### src/rtl/bp_snd_pkg.sv
// Shared types and widths for the Blue Print main-CPU/sound-CPU mailbox.
//   CMD_W      : command/response byte width
//   IRQ_CNT_W  : width of the sound-CPU IRQ period counter
//   NMI_CNT_W  : width of the NMI pulse-length counter
//   nmi_state_t: NMI handshake states
package bp_snd_pkg;

    localparam int unsigned CMD_W     = 8;
    localparam int unsigned IRQ_CNT_W = 16;
    localparam int unsigned NMI_CNT_W = 8;

    typedef enum logic [1:0] {
        IDLE    = 2'd0,
        ASSERT  = 2'd1,
        WAIT_RD = 2'd2
    } nmi_state_t;

endpackage

### src/rtl/bp_cen_period_timer.sv
// Counts enabled ticks from 0 to PERIOD-1 and flags the wrap.
//   clk    : system clock
//   reset  : synchronous, active-high
//   tick   : advance enable (clock enable already qualified by pause)
//   wrap_c : high in the cycle the counter wraps from PERIOD-1 to 0
module bp_cen_period_timer
    import bp_snd_pkg::*;
#(
    parameter int unsigned PERIOD = 4096
) (
    input  logic clk,
    input  logic reset,
    input  logic tick,
    output logic wrap_c
);

    localparam logic [IRQ_CNT_W-1:0] LAST = IRQ_CNT_W'(PERIOD - 1);

    logic [IRQ_CNT_W-1:0] count;

    assign wrap_c = tick && (count == LAST);

    // Period counter
    always_ff @(posedge clk) begin
        if (reset) begin
            count <= '0;
        end else if (wrap_c) begin
            count <= '0;
        end else if (tick) begin
            count <= count + IRQ_CNT_W'(1);
        end
    end

endmodule

### src/rtl/bp_sound_mailbox_ctrl.sv
// Main-CPU to sound-CPU mailbox: command latch with NMI handshake,
// response latch, and the sound CPU's periodic IRQ scheduler.
// All timing is counted in cen_snd ticks so underclocking is transparent.
//   clk_49m, reset               : system clock, synchronous active-high reset
//   cen_snd, pause               : sound-CPU clock enable; pause freezes counters
//   main_cmd_wr/main_cmd_din     : main CPU command write
//   snd_cmd_rd/snd_cmd_dout      : sound CPU command read
//   cmd_pending, cmd_overrun     : command status (overrun is sticky)
//   snd_nmi_n, snd_irq_n         : sound-CPU interrupts, active low
//   snd_irq_ack                  : sound-CPU interrupt acknowledge
//   snd_rsp_wr/snd_rsp_din       : sound CPU response write
//   main_rsp_rd/main_rsp_dout    : main CPU response read
//   rsp_valid                    : response written and not yet read
module bp_sound_mailbox_ctrl
    import bp_snd_pkg::*;
#(
    parameter int unsigned IRQ_PERIOD = 4096,
    parameter int unsigned NMI_CYCLES = 32
) (
    input  logic             clk_49m,
    input  logic             reset,
    input  logic             cen_snd,
    input  logic             pause,
    input  logic             main_cmd_wr,
    input  logic [CMD_W-1:0] main_cmd_din,
    input  logic             snd_cmd_rd,
    output logic [CMD_W-1:0] snd_cmd_dout,
    output logic             cmd_pending,
    output logic             cmd_overrun,
    output logic             snd_nmi_n,
    output logic             snd_irq_n,
    input  logic             snd_irq_ack,
    input  logic             snd_rsp_wr,
    input  logic [CMD_W-1:0] snd_rsp_din,
    input  logic             main_rsp_rd,
    output logic [CMD_W-1:0] main_rsp_dout,
    output logic             rsp_valid
);

    localparam logic [NMI_CNT_W-1:0] NMI_LOAD = NMI_CNT_W'(NMI_CYCLES - 1);

    logic                 tick_c;
    logic                 irq_wrap_c;
    nmi_state_t           nmi_state;
    logic [NMI_CNT_W-1:0] nmi_cnt;

    assign tick_c = cen_snd & ~pause;

    // Command latch; a write always wins over a simultaneous read
    always_ff @(posedge clk_49m) begin
        if (reset) begin
            snd_cmd_dout <= '0;
            cmd_pending  <= 1'b0;
            cmd_overrun  <= 1'b0;
        end else if (main_cmd_wr) begin
            snd_cmd_dout <= main_cmd_din;
            cmd_pending  <= 1'b1;
            // Overwriting an unread command is only an overrun if it is not
            // being read in the same cycle
            if (cmd_pending && !snd_cmd_rd) begin
                cmd_overrun <= 1'b1;
            end
        end else if (snd_cmd_rd) begin
            cmd_pending <= 1'b0;
        end
    end

    // NMI handshake: one fixed-length pulse per command, then wait for the read
    always_ff @(posedge clk_49m) begin
        if (reset) begin
            nmi_state <= IDLE;
            nmi_cnt   <= '0;
            snd_nmi_n <= 1'b1;
        end else begin
            case (nmi_state)
                IDLE: begin
                    if (main_cmd_wr) begin
                        nmi_state <= ASSERT;
                        nmi_cnt   <= NMI_LOAD;
                        snd_nmi_n <= 1'b0;
                    end
                end
                ASSERT: begin
                    // Further writes here do not restart the pulse
                    if (tick_c) begin
                        if (nmi_cnt == '0) begin
                            nmi_state <= WAIT_RD;
                            snd_nmi_n <= 1'b1;
                        end else begin
                            nmi_cnt <= nmi_cnt - NMI_CNT_W'(1);
                        end
                    end
                end
                WAIT_RD: begin
                    if (!cmd_pending) begin
                        nmi_state <= IDLE;
                    end
                end
                default: begin
                    nmi_state <= IDLE;
                    snd_nmi_n <= 1'b1;
                end
            endcase
        end
    end

    bp_cen_period_timer #(
        .PERIOD (IRQ_PERIOD)
    ) u_irq_timer (
        .clk    (clk_49m),
        .reset  (reset),
        .tick   (tick_c),
        .wrap_c (irq_wrap_c)
    );

    // IRQ request: a new wrap beats a simultaneous acknowledge
    always_ff @(posedge clk_49m) begin
        if (reset) begin
            snd_irq_n <= 1'b1;
        end else if (irq_wrap_c) begin
            snd_irq_n <= 1'b0;
        end else if (snd_irq_ack) begin
            snd_irq_n <= 1'b1;
        end
    end

    // Response latch
    always_ff @(posedge clk_49m) begin
        if (reset) begin
            main_rsp_dout <= '0;
            rsp_valid     <= 1'b0;
        end else if (snd_rsp_wr) begin
            main_rsp_dout <= snd_rsp_din;
            rsp_valid     <= 1'b1;
        end else if (main_rsp_rd) begin
            rsp_valid <= 1'b0;
        end
    end

endmodule

### config.mk
export PLATFORM = sky130hd
export DESIGN_NAME = bp_sound_mailbox_ctrl
export DESIGN_NICKNAME = d
export VERILOG_FILES = /design/src/rtl/bp_snd_pkg.sv /design/src/rtl/bp_cen_period_timer.sv /design/src/rtl/bp_sound_mailbox_ctrl.sv
export SDC_FILE = /design/constraint.sdc
export NUM_CORES = 1
export LEC_CHECK = 0
export CAP_MARGIN = 20
export CORE_UTILIZATION = 35
export DETAILED_ROUTE_END_ITERATION = 6
export PLACE_DENSITY = 0.69
export SYNTH_ARGS = -nofsm -noshare
export SYNTH_HDL_FRONTEND = slang
export SYNTH_SLANG_ARGS = --single-unit
### constraint.sdc
create_clock -name clk_49m -period 2 [get_ports clk_49m]
set_clock_uncertainty 0.1 [all_clocks]
set_input_delay 0.4 -clock clk_49m [delete_from_list [all_inputs] [get_ports clk_49m]]
set_output_delay 0.4 -clock clk_49m [all_outputs]
set_load 0.05 [all_outputs]
# Word level (Yosys, flattened, before mapping)
# Index checks and enable logic that the tools add are counted.
[classes]
add_sub_neg = 2
eq_ne = 8
mux = 19
bitwise = 3
reduce_logical = 14
[ops]
columns = ["cell", "count"]
rows = [
  ["8-bit two-way mux", 3],
  ["16-bit by 1-bit adder with 16-bit output, second input constant", 1],
  ["16-bit by 12-bit equality test with 1-bit output, second input constant", 1],
  ["8-bit case mux with 2 select lines", 1],
  ["4-bit AND reduction", 3],
  ["1-bit two-way mux", 9],
  ["8-bit logical NOT", 1],
  ["2-bit two-way mux", 4],
  ["2-bit != test, second input constant", 4],
  ["2-bit nonzero test", 4],
  ["8-bit by 1-bit subtractor with 8-bit output, second input constant", 1],
  ["2-bit case mux with 3 select lines", 1],
  ["1-bit case mux with 3 select lines", 1],
  ["2-bit by 1-bit equality test with 1-bit output, second input constant", 1],
  ["2-bit equality test, second input constant", 1],
  ["1-bit logical AND", 2],
  ["2-bit logical NOT", 1],
  ["2-bit by 1-bit != test with 1-bit output, second input constant", 1],
  ["1-bit inverter", 2],
  ["2-bit AND reduction", 1],
  ["2-bit OR reduction", 1],
  ["1-bit AND", 1],
  ["1-bit logical NOT", 1],
]
[word_totals]
reg_bits = 47
in_bits = 25
output_inout_bits = 21
word_cells = 56

# Logic depth before layout (Yosys ltp)
# Gate-level depths: netlist (run 1).
[depth]
depth_word = 4
depth_mapped = 7
depth_no_buf = 6

# Cells and area by module
# Synthesis (run 1) repeated with hierarchy kept, for this count alone.
[unflattened]
hier_cells = 216
hier_area_um2 = 2063.2
[modules_own_cells]
columns = ["mod", "n_inst", "cells_each", "area_each_um2"]
rows = [
  ["bp_sound_mailbox_ctrl", 1, 138, 1286.2],
  ["bp_cen_period_timer", 1, 78, 777.0],
]

# Worst setup path after synthesis (run 1)
# Ideal clock, no wire load.
[synth_path]
path_type = "reg2reg"
from = "register nmi_cnt[0]"
to = "register nmi_cnt[4]"
setup_time_ns = 0.132
t_arrival_ns = 1.467
path_slack_ns = 0.302
path_stages_with_launch = 8
n_path_buf = 1
cell_sequence = "dfxtp_1 -> inv_1 -> ha_1 -> nor3b_1 -> a21boi_1 -> buf_2 -> a311oi_1 -> nor3_1"
[synth_between]
elab_chain_cells = 4
word_cells_on_any_way = 7
[synth_rtl]
columns = ["item", "line_no", "rtl"]
rows = [
  ["start, declared", "bp_sound_mailbox_ctrl.sv:45", "logic [NMI_CNT_W-1:0] nmi_cnt;"],
  ["start signal, assigned", "bp_sound_mailbox_ctrl.sv:90", "nmi_cnt <= nmi_cnt - NMI_CNT_W'(1);"],
  ["8-bit by 1-bit subtractor with 8-bit output", "bp_sound_mailbox_ctrl.sv:90", ""],
  ["8-bit two-way mux", "bp_sound_mailbox_ctrl.sv:86", "if (nmi_cnt == '0) begin"],
  ["8-bit two-way mux", "bp_sound_mailbox_ctrl.sv:85", "if (tick_c) begin"],
  ["8-bit case mux with 2 select lines", "bp_sound_mailbox_ctrl.sv:75", "case (nmi_state)"],
]
# Several ways; a longest one is shown, not always the timed one. The select of a mux whose other input is x is not followed.
# A chain may end at the register's enable or synchronous reset.

# Worst setup path after layout (run 1)
[layout_path]
from = "register main_rsp_dout[0]"
to = "output port main_rsp_dout[0]"
[layout_lines]
columns = ["item", "line_no", "rtl"]
rows = [
  ["start, declared", "bp_sound_mailbox_ctrl.sv:36", "output logic [CMD_W-1:0] main_rsp_dout,"],
  ["start signal, assigned", "bp_sound_mailbox_ctrl.sv:133", "main_rsp_dout <= snd_rsp_din;"],
]
# No word-level cell between the ends.

==> flow_summary.yaml, run 1 <==
layout:
  fill_cells: 534
  drive_above_1_share_pct: 13.7
  fin_cells: 343
  n_antenna_cell: 0
  post-route-util_pct: 49.4
  fin_nets: 298
  area_growth_pct: 35.4
cts:
  cts_setup_buffers: 0
  cts_made_buffers: 5
  cts.sinks: 47
  clk_latency_ns: 0.30
  cts_resized: 0
  clk_pin_slew_worst_paths_ns: 0.09
  cts_tree: "done"
  clockRootBuffer: "clkbuf_8"
  clk_path_buf_depth: 2
  htreeDepth: 2
  hold_buffers: 0
drt:
  first_pass_iters: 4
  viasPerCell: 4.98
  drt_iter0_drc: 59
  routed_wl_mm: 4.26
  drc: 0
  detailroute.via_count: 1708
  ant_nets: 0
  wl_per_cell_um: 12.4
floorplan:
  start_util_pct: 36.5
  core.rowCount: 27
  chipHeight_um: 77.8
  dieWidth_um: 77.8
  core_region_area_um2: 5510
  io_pins: 46
  fp.dieArea_um2: 6050
placed_design:
  dp.cells: 335
  port_buffers: 45
  dp_hpwl_mm: 3.19
  routabilityCongestion: 0.738
logic_synthesis:
  yosys-top-cells-area: "dfxtp_1, mux2i_1, nor2_1"
  syn_nets: 241
  yosysTopAreaCellShare_pct: 46.8
  yosysMostFrequentCell: "dfxtp_1"
  synthAdderAreaFrac_pct: 1.87
  synth_seq_cells: 47
  avgSynthCellArea_um2: 9.44
  synth_area_um2: 2010
  synth-compound-area-share_pct: 7.53
  postSynth.asyncResetShare_pct: 0
  synth_commonest_cells: "dfxtp_1, nor2_1, mux2i_1"
  synth-simple-area-share_pct: 26.0
  synth_flop_cell: "dfxtp_1"
  synth_cell_types: 42
  ys_seq_area_share_pct: 46.8
  yosysTopAreaCell: "dfxtp_1"
  synth_top_family_by_area: "simple AND/OR/NAND/NOR gates"
  synth_warnings: 0
  synth_mux_area_share_pct: 8.96
  synth_xor_area_share_pct: 6.10
  syn-instance-count: 213
  synth_edf_count: 0
sta:
  slew_headroom_pct: 64.7
  max_freq_mhz: 510
  drv_slew: 0
  worst_pin_slew_ns: 0.529
  fin_crit_sh_pct: 98.1
  hold_viol: 0
  setup_viol_count_final: 0
  min_period_ns: 1.96
  rsz0062_at_grt: "no"
critical_path:
  r2r_end: "nmi_cnt[7]$_SDFFE_PP0P_"
  critPathCaptureType: "output pin"
  critPathBufInv: 1
  worstPathMaxFanout: 2
  critPathKind: "flip-flop to output pin"
  crit_required_ns: 1.50
  reg2reg_depth: 6
  r2r_start: "nmi_cnt[0]$_SDFFE_PP0P_"
  start_kind: "flip-flop"
  reg2reg_slack_ns: 0.16
  slowest_stage: "clkdlybuf4s50_1"
  crit_family: "buffers and inverters"
  cp_data_arrival_time_ns: 1.46
  crit_cells: 1
  slowest_delay_ns: 0.81
  crit_chain: "clkdlybuf4s50_1"
flow_run:
  cap_violations: 0
hold_path:
  min_path_cells: 2
  hold_path_startpoint: "cmd_overrun$_SDFFE_PP0P_"
  min_path_type: "flip-flop to flip-flop"
  hold_end: "cmd_overrun$_SDFFE_PP0P_"
power:
  ir_drop_v: 0.000513
  powerDensity_nw_per_um2: 750
  leakagePower_nw: 1.09
global_route:
  grt_antenna_before_repair: 0
  track_usage_pct: 15.7
  grt-ovfl-total: 0
  grt_pass1_wl_mm: 7.47
  grt_pass1_vias: 1676
  grt_max_degree: 19
outcome:
  status: "complete, no violations"
==> how the worst max path moves through the flow <==
stage	end	slack (ns)	from
5_1_grt	main_rsp_dout[4]	0.0005	main_rsp_dout[4]$_SDFFE_PP0P_
3_5_place_dp	nmi_cnt[7]$_SDFFE_PP0P_	-0.06	pause
2_1_floorplan	nmi_cnt[4]$_SDFFE_PP0P_	0.30	nmi_cnt[0]$_SDFFE_PP0P_
4_1_cts	main_rsp_dout[0]	0.02	main_rsp_dout[0]$_SDFFE_PP0P_
3_3_place_gp	nmi_cnt[4]$_SDFFE_PP0P_	-0.03	pause
6_report	main_rsp_dout[0]	0.04	main_rsp_dout[0]$_SDFFE_PP0P_
==> per-stage QoR <==
step	setup TNS, ns	hold slack, ns	power (mW)	area (um2)	worst slack, ns
floorplan	0	0.352	1.23	2010	0.302
global placement	-0.0446	0.356	1.37	2600	-0.0307
detailed placement	-0.300	0.365	1.37	2600	-0.0615
CTS	0	0.386	2.07	2710	0.0181
global route	0	0.431	2.14	2720	0.000513
finish	0	0.380	2.04	2720	0.0379
==> layer usage <==
layer  vias to the layer above  wire (um)  track usage, %
li1                        867          -               -
met1                       803       1850            17.9
met2                        30       2130            27.1
met3                         8        195            4.35
met4                         0         82            7.17
met5                         -          0               0
==> worst min-delay path, stage by stage, from the launching register on <==
cell     delay, ns
dfxtp_1       0.34
a21oi_1       0.04
nor2_1        0.07
==> logic make-up after synthesis <==
family                   Yosys count
XOR/XNOR                          14
AND/OR/NAND/NOR                   96
multiplexers                      18
flip-flops                        47
buffers and inverters             14
adder cells (fa/ha/maj)            3
AO/OA/AOI/OAI                     21
==> layout make-up <==
cell class	count	area, um2	share of cell area (%)
clock inverter	3	43.8	1.61
tap	72	90.1	3.31
inverter	5	18.8	0.689
clock buffer	5	68.8	2.53
timing repair buffer	59	541	19.9
sequential	47	941	34.6
multi-input combinational	152	1020	37.5
==> where the power goes <==
| part | switching (mW) | total (mW) | internal, mW |
|---|---|---|---|
| Sequential | 0.0368 | 1.01 | 0.975 |
| Combinational | 0.186 | 0.336 | 0.151 |
| Clock | 0.321 | 0.693 | 0.372 |
| Total | 0.543 | 2.04 | 1.50 |
==> cell usage in the layout, fill, tap and decap left out, types with 2 or more instances in the layout <==
cell type and instances:
a211oi_1 5, a21oi_1 4, a311oi_1 3, and3_1 2
buf_4 22, clkbuf_8 5, clkdlybuf4s50_1 35, dfxtp_1 47
dlymetal6s2s_1 2, ha_1 3, inv_1 5, mux2i_1 18
nand2_1 9, nand3_1 2, nand3b_1 2, nand4_1 6
nor2_1 41, nor2b_1 2, nor3_1 10, nor4_1 5
o31ai_1 4, or4_1 2, xnor2_1 6, xor2_1 8
==> registers in the layout, summed over array words and instances, names as in the netlist <==
signal             cells
snd_cmd_dout           8
cmd_overrun            1
rsp_valid              1
u_irq_timer.count     16
main_rsp_dout          8
snd_nmi_n              1
snd_irq_n              1
cmd_pending            1
nmi_state              2
nmi_cnt                8
(Power assumes the default switching activity.)
==> run 2, diff against run 1 <==
CORE_MARGIN = 2   (was default)
GPL_ROUTABILITY_DRIVEN = 0   (was default)
==> run 2 against run 1 <==
Net effect:
- final cell count stayed put
- register-to-register slack improved by 0.06 ns
- clock power is 12% lower
- combinational power is essentially flat
- critical endpoint is now snd_cmd_dout[1]
- utilization up 0.082 points
- highest routed layer unchanged
- via count fell by 0.41%
- critical path type unchanged
- setup slack better by 0.0043 ns
- sequential cell count unchanged
- sequential power barely moved
==> flow_summary.yaml, run 2 (same netlist as run 1, synthesis figures left out) <==
outcome:
  status: "complete, no violations"
flow_run:
  cap_violations: 0
drt:
  routed.top_layer: "met4"
  detailroute.via_count: 1701
  ant_nets: 0
  wl_met1_mm: 1.96
  viasPerCell: 4.96
  dr_wl_met3_um: 261
  wl_per_cell_um: 12.5
  wl_met2_mm: 2.01
  routed_wl_mm: 4.29
  drt_iter0_drc: 68
  drc: 0
  first_pass_iters: 4
layout:
  area_growth_pct: 36.5
  fin_nets: 298
  multiInputGateArea_um2: 1020
  largest_register_ff_count: 16
  regArea_um2: 941
  largest-register: "u_irq_timer.count"
  layout_common_cells: "dfxtp_1, nor2_1, clkdlybuf4s50_1"
  n_antenna_cell: 0
  fill_cells: 554
  drive_above_1_share_pct: 12.5
  final_common_cell: "dfxtp_1"
global_route:
  grt_pass1_wl_mm: 7.02
  grt_pass1_vias: 1556
  grt_antenna_before_repair: 0
  grt_max_degree: 20
  grt-ovfl-total: 0
  track_usage_pct: 13.9
critical_path:
  crit_chain: "clkdlybuf4s50_1"
  r2r_start: "nmi_cnt[1]$_SDFFE_PP0P_"
  crit_family: "buffers and inverters"
  slowest_stage: "clkdlybuf4s50_1"
  start_kind: "flip-flop"
  reg2reg_depth: 6
  critPathCaptureType: "output pin"
  slowest_delay_ns: 0.81
  crit_cells: 1
  reg2reg_slack_ns: 0.22
  crit_start: "snd_cmd_dout[1]$_SDFFE_PP0P_"
  worstPathMaxFanout: 2
  critPathBufInv: 1
  crit_required_ns: 1.50
  crit_end: "snd_cmd_dout[1]"
  cp_data_arrival_time_ns: 1.46
  r2r_end: "nmi_cnt[7]$_SDFFE_PP0P_"
  critPathKind: "flip-flop to output pin"
cts:
  hold_buffers: 0
  clk_path_buf_depth: 2
  clk_pin_slew_worst_paths_ns: 0.10
  clockRootBuffer: "clkbuf_8"
  htreeDepth: 2
  cts_setup_buffers: 0
  clk_latency_ns: 0.30
  cts_made_buffers: 5
  cts_tree: "done"
  cts.sinks: 47
  cts_resized: 0
sta:
  fin_crit_sh_pct: 97.9
  min_period_ns: 1.96
  slew_headroom_pct: 65.3
  rsz0062_at_grt: "no"
  max_freq_mhz: 511
  final.setup.worst_slack_ns: 0.0422
  drv_slew: 0
  worst_pin_slew_ns: 0.519
  hold_viol: 0
  setup_viol_count_final: 0
floorplan:
  fp.dieArea_um2: 6370
  core_region_area_um2: 5540
  dieWidth_um: 79.8
  start_util_pct: 36.3
  io_pins: 46
  core.rowCount: 27
  chipHeight_um: 79.8
power:
  powerDensity_nw_per_um2: 712
  leakagePower_nw: 1.24
  p_total_mw: 1.95
  ir_drop_v: 0.000336
placed_design:
  dp_hpwl_mm: 3.11
  port_buffers: 45
  pre_cts_ws_ns: -0.0625
hold_path:
  min_path_type: "flip-flop to flip-flop"
==> run 2: changes by cell type in the layout (fill, tap and decap cells not counted) <==
cell / before / now
buf_4: 22 / 19
clkinvlp_4: 0 / 1
inv_6: 0 / 1
clkinv_2: 1 / 0
bufinv_16: 1 / 0
dlymetal6s2s_1: 2 / 14
clkdlybuf4s50_1: 35 / 26
clkinv_4: 1 / 0
inv_8: 0 / 1
==> run 2: layout make-up <==
| type | instances | area share [%] |
|---|---|---|
| clock buffer | 5 | 2.51 |
| clock inverter | 3 | 1.00 |
| inverter | 5 | 0.684 |
| multi-input combinational | 152 | 37.2 |
| sequential | 47 | 34.3 |
| tap | 72 | 3.28 |
| timing repair buffer | 59 | 21.1 |
==> run 2: power by group <==
group          internal, mW  switching (mW)  leakage [nW]
logic                 0.152           0.187         0.812
registers             0.975          0.0334         0.385
clock network         0.259           0.348        0.0467
total                  1.39           0.568          1.24
==> run 2: worst min path at each step <==
stage,from,endpoint,slack [ns],depth (start not counted)
after detailed placement,cmd_overrun$_SDFFE_PP0P_,cmd_overrun$_SDFFE_PP0P_,0.37,2
after CTS,u_irq_timer.count[15]$_SDFFE_PP0P_,u_irq_timer.count[15]$_SDFFE_PP0P_,0.39,2
after global placement,cmd_overrun$_SDFFE_PP0P_,cmd_overrun$_SDFFE_PP0P_,0.36,2
final,cmd_overrun$_SDFFE_PP0P_,cmd_overrun$_SDFFE_PP0P_,0.39,2
after global routing,cmd_overrun$_SDFFE_PP0P_,cmd_overrun$_SDFFE_PP0P_,0.40,2
after floorplan,u_irq_timer.count[15]$_SDFFE_PP0P_,u_irq_timer.count[15]$_SDFFE_PP0P_,0.35,2
==> run 2: through the flow <==
stage	area [um2]	cells	hold slack, ns	setup TNS [ns]	util (%)
4_1_cts	2700	343	0.389	0	48.8
5_1_grt	2740	343	0.402	0	49.5
3_5_place_dp	2610	335	0.369	-0.227	47.1
6_report	2740	343	0.391	0	49.5
3_3_place_gp	2610	335	0.359	-0.0329	47.1
2_1_floorplan	2010	213	0.352	0	-
==> run 2: metal layers <==
| metal | vias to the layer above | global-route usage (%) |
|---|---|---|
| met5 | - | 0 |
| met4 | 0 | 4.24 |
| met3 | 4 | 4.98 |
| met2 | 41 | 21.9 |
| met1 | 782 | 17.7 |
| li1 | 874 | - |
==> run 3, diff against run 2 <==
RECOVER_POWER = 25   (was default)
==> run 3 against run 2 <==
Net effect:
- first-iteration DRC count is 8.8% lower
- via count is 0.35% higher
- critical endpoint unchanged
- global-route usage stayed put
- worst hold slack worse by 0.0046 ns
==> flow_summary.yaml, run 3 (same netlist as run 1, synthesis figures left out) <==
layout:
  area_growth_pct: 35.5
  multiInputGateArea_um2: 1020
  largest-register: "u_irq_timer.count"
  n_antenna_cell: 0
  post-route-util_pct: 49.2
  drive_above_1_share_pct: 10.7
  layout_common_cells: "dfxtp_1, nor2_1, clkdlybuf4s50_1"
  fin_nets: 298
  fill_cells: 555
  final_common_cell: "dfxtp_1"
  fin_cells: 343
  regArea_um2: 941
  largest_register_ff_count: 16
drt:
  ant_nets: 0
  routed_wl_mm: 4.28
  first_pass_iters: 4
  drc: 0
  viasPerCell: 4.98
  wl_per_cell_um: 12.5
  drt_iter0_drc: 62
  detailroute.via_count: 1707
global_route:
  grt-ovfl-total: 0
  grt_antenna_before_repair: 0
  grt_max_degree: 20
  grt_pass1_wl_mm: 7.02
  track_usage_pct: 13.9
  grt_pass1_vias: 1556
placed_design:
  pre_cts_ws_ns: -0.0625
  port_buffers: 45
  dp_hpwl_mm: 3.11
  dp.cells: 335
sta:
  rsz0062_at_grt: "no"
  fin_crit_sh_pct: 97.9
  setup_tns_ns: 0
  slew_headroom_pct: 46.5
  worst_pin_slew_ns: 0.802
  setup_viol_count_final: 0
  final.setup.worst_slack_ns: 0.0418
  hold_viol: 0
  min_period_ns: 1.96
  drv_slew: 0
  max_freq_mhz: 511
cts:
  clockRootBuffer: "clkbuf_8"
  cts_tree: "done"
  htreeDepth: 2
  clk_pin_slew_worst_paths_ns: 0.10
  clk_latency_ns: 0.30
  cts.sinks: 47
  cts_made_buffers: 5
  clk_path_buf_depth: 2
  hold_buffers: 0
critical_path:
  reg2reg_depth: 6
  slowest_delay_ns: 0.81
  r2r_end: "nmi_cnt[7]$_SDFFE_PP0P_"
  cp_data_arrival_time_ns: 1.46
  critPathCaptureType: "output pin"
  slowest_stage: "clkdlybuf4s50_1"
  critPathBufInv: 1
  r2r_start: "nmi_cnt[1]$_SDFFE_PP0P_"
  worstPathMaxFanout: 2
  crit_family: "buffers and inverters"
  reg2reg_slack_ns: 0.22
  crit_chain: "clkdlybuf4s50_1"
  critPathKind: "flip-flop to output pin"
  crit_required_ns: 1.50
  start_kind: "flip-flop"
hold_path:
  min_path_type: "flip-flop to flip-flop"
  hold_end: "cmd_overrun$_SDFFE_PP0P_"
  hold_path_startpoint: "cmd_overrun$_SDFFE_PP0P_"
  min_path_cells: 2
power:
  p_int_mw: 1.38
  switchingPower_mw: 0.568
  p_sw_share_pct: 29.1
  powerDensity_nw_per_um2: 715
  leakagePower_nw: 1.22
  power_frac_comb_pct: 17.1
  seq_power_share_pct: 51.7
  ir_drop_v: 0.000335
  p_clk_share_pct: 31.2
floorplan:
  core_region_area_um2: 5540
  dieWidth_um: 79.8
  start_util_pct: 36.3
  core.rowCount: 27
  io_pins: 46
  chipHeight_um: 79.8
  fp.dieArea_um2: 6370
outcome:
  status: "complete, no violations"
flow_run:
  cap_violations: 0
run 3: per-layer routing:
layer	up-vias	global-route usage [%]	share of wire, %
met3	4	4.98	6.7
met4	0	4.24	1.1
met1	785	17.7	45
met2	43	21.9	47
met5	-	0	0
li1	875	-	-
run 3: final cells by class:
| cell class | instances | share of cell area (%) |
|---|---|---|
| clock inverters | 3 | 1.01 |
| inverters | 5 | 0.689 |
| repair buffers | 59 | 20.5 |
| well taps | 72 | 3.31 |
| clock buffers | 5 | 2.53 |
| multi-input cells | 152 | 37.4 |
| flip-flops and latches | 47 | 34.5 |
run 3: what timing repair did:
item                                    in CTS  in global routing
resized for setup                            0                 15
buffers inserted                             0                  0
endpoints found under the setup margin       0                 17
run 3: how the worst max path moves through the flow:
| stage | slack [ns] | cells past startpoint | end | startpoint |
|---|---|---|---|---|
| 2_1_floorplan | 0.30 | 7 | nmi_cnt[4]$_SDFFE_PP0P_ | nmi_cnt[0]$_SDFFE_PP0P_ |
| 3_3_place_gp | -0.02 | 6 | nmi_cnt[4]$_SDFFE_PP0P_ | pause |
| 3_5_place_dp | -0.06 | 6 | nmi_cnt[4]$_SDFFE_PP0P_ | pause |
| 4_1_cts | 0.004 | 1 | main_rsp_dout[5] | main_rsp_dout[5]$_SDFFE_PP0P_ |
| 5_1_grt | 0.003 | 1 | main_rsp_dout[0] | main_rsp_dout[0]$_SDFFE_PP0P_ |
| 6_report | 0.04 | 1 | snd_cmd_dout[1] | snd_cmd_dout[1]$_SDFFE_PP0P_ |
run 3: power groups by stage:
stage / Sequential, mW / Combinational (mW) / Clock [mW]
floorplan: 1.11 / 0.122 / 0
global placement: 1.03 / 0.337 / 0
detailed placement: 1.03 / 0.342 / 0
CTS: 1.01 / 0.342 / 0.633
global route: 1.02 / 0.358 / 0.680
finish: 1.01 / 0.333 / 0.608
run 3: through the flow:
stage	hold WS, ns	cell area (um2)	total power, mW
after floorplan	0.352	2010	1.23
after global placement	0.359	2610	1.37
after detailed placement	0.369	2610	1.37
after CTS	0.389	2700	1.98
after global routing	0.399	2730	2.05
final	0.386	2730	1.95
run 3: tightest hold or removal path, delay by kind of cell (launching register included):
family / cells / cell delay, ns
flip-flops: 1 / 0.34
AND/OR/NAND/NOR: 1 / 0.07
AO/OA/AOI/OAI: 1 / 0.04
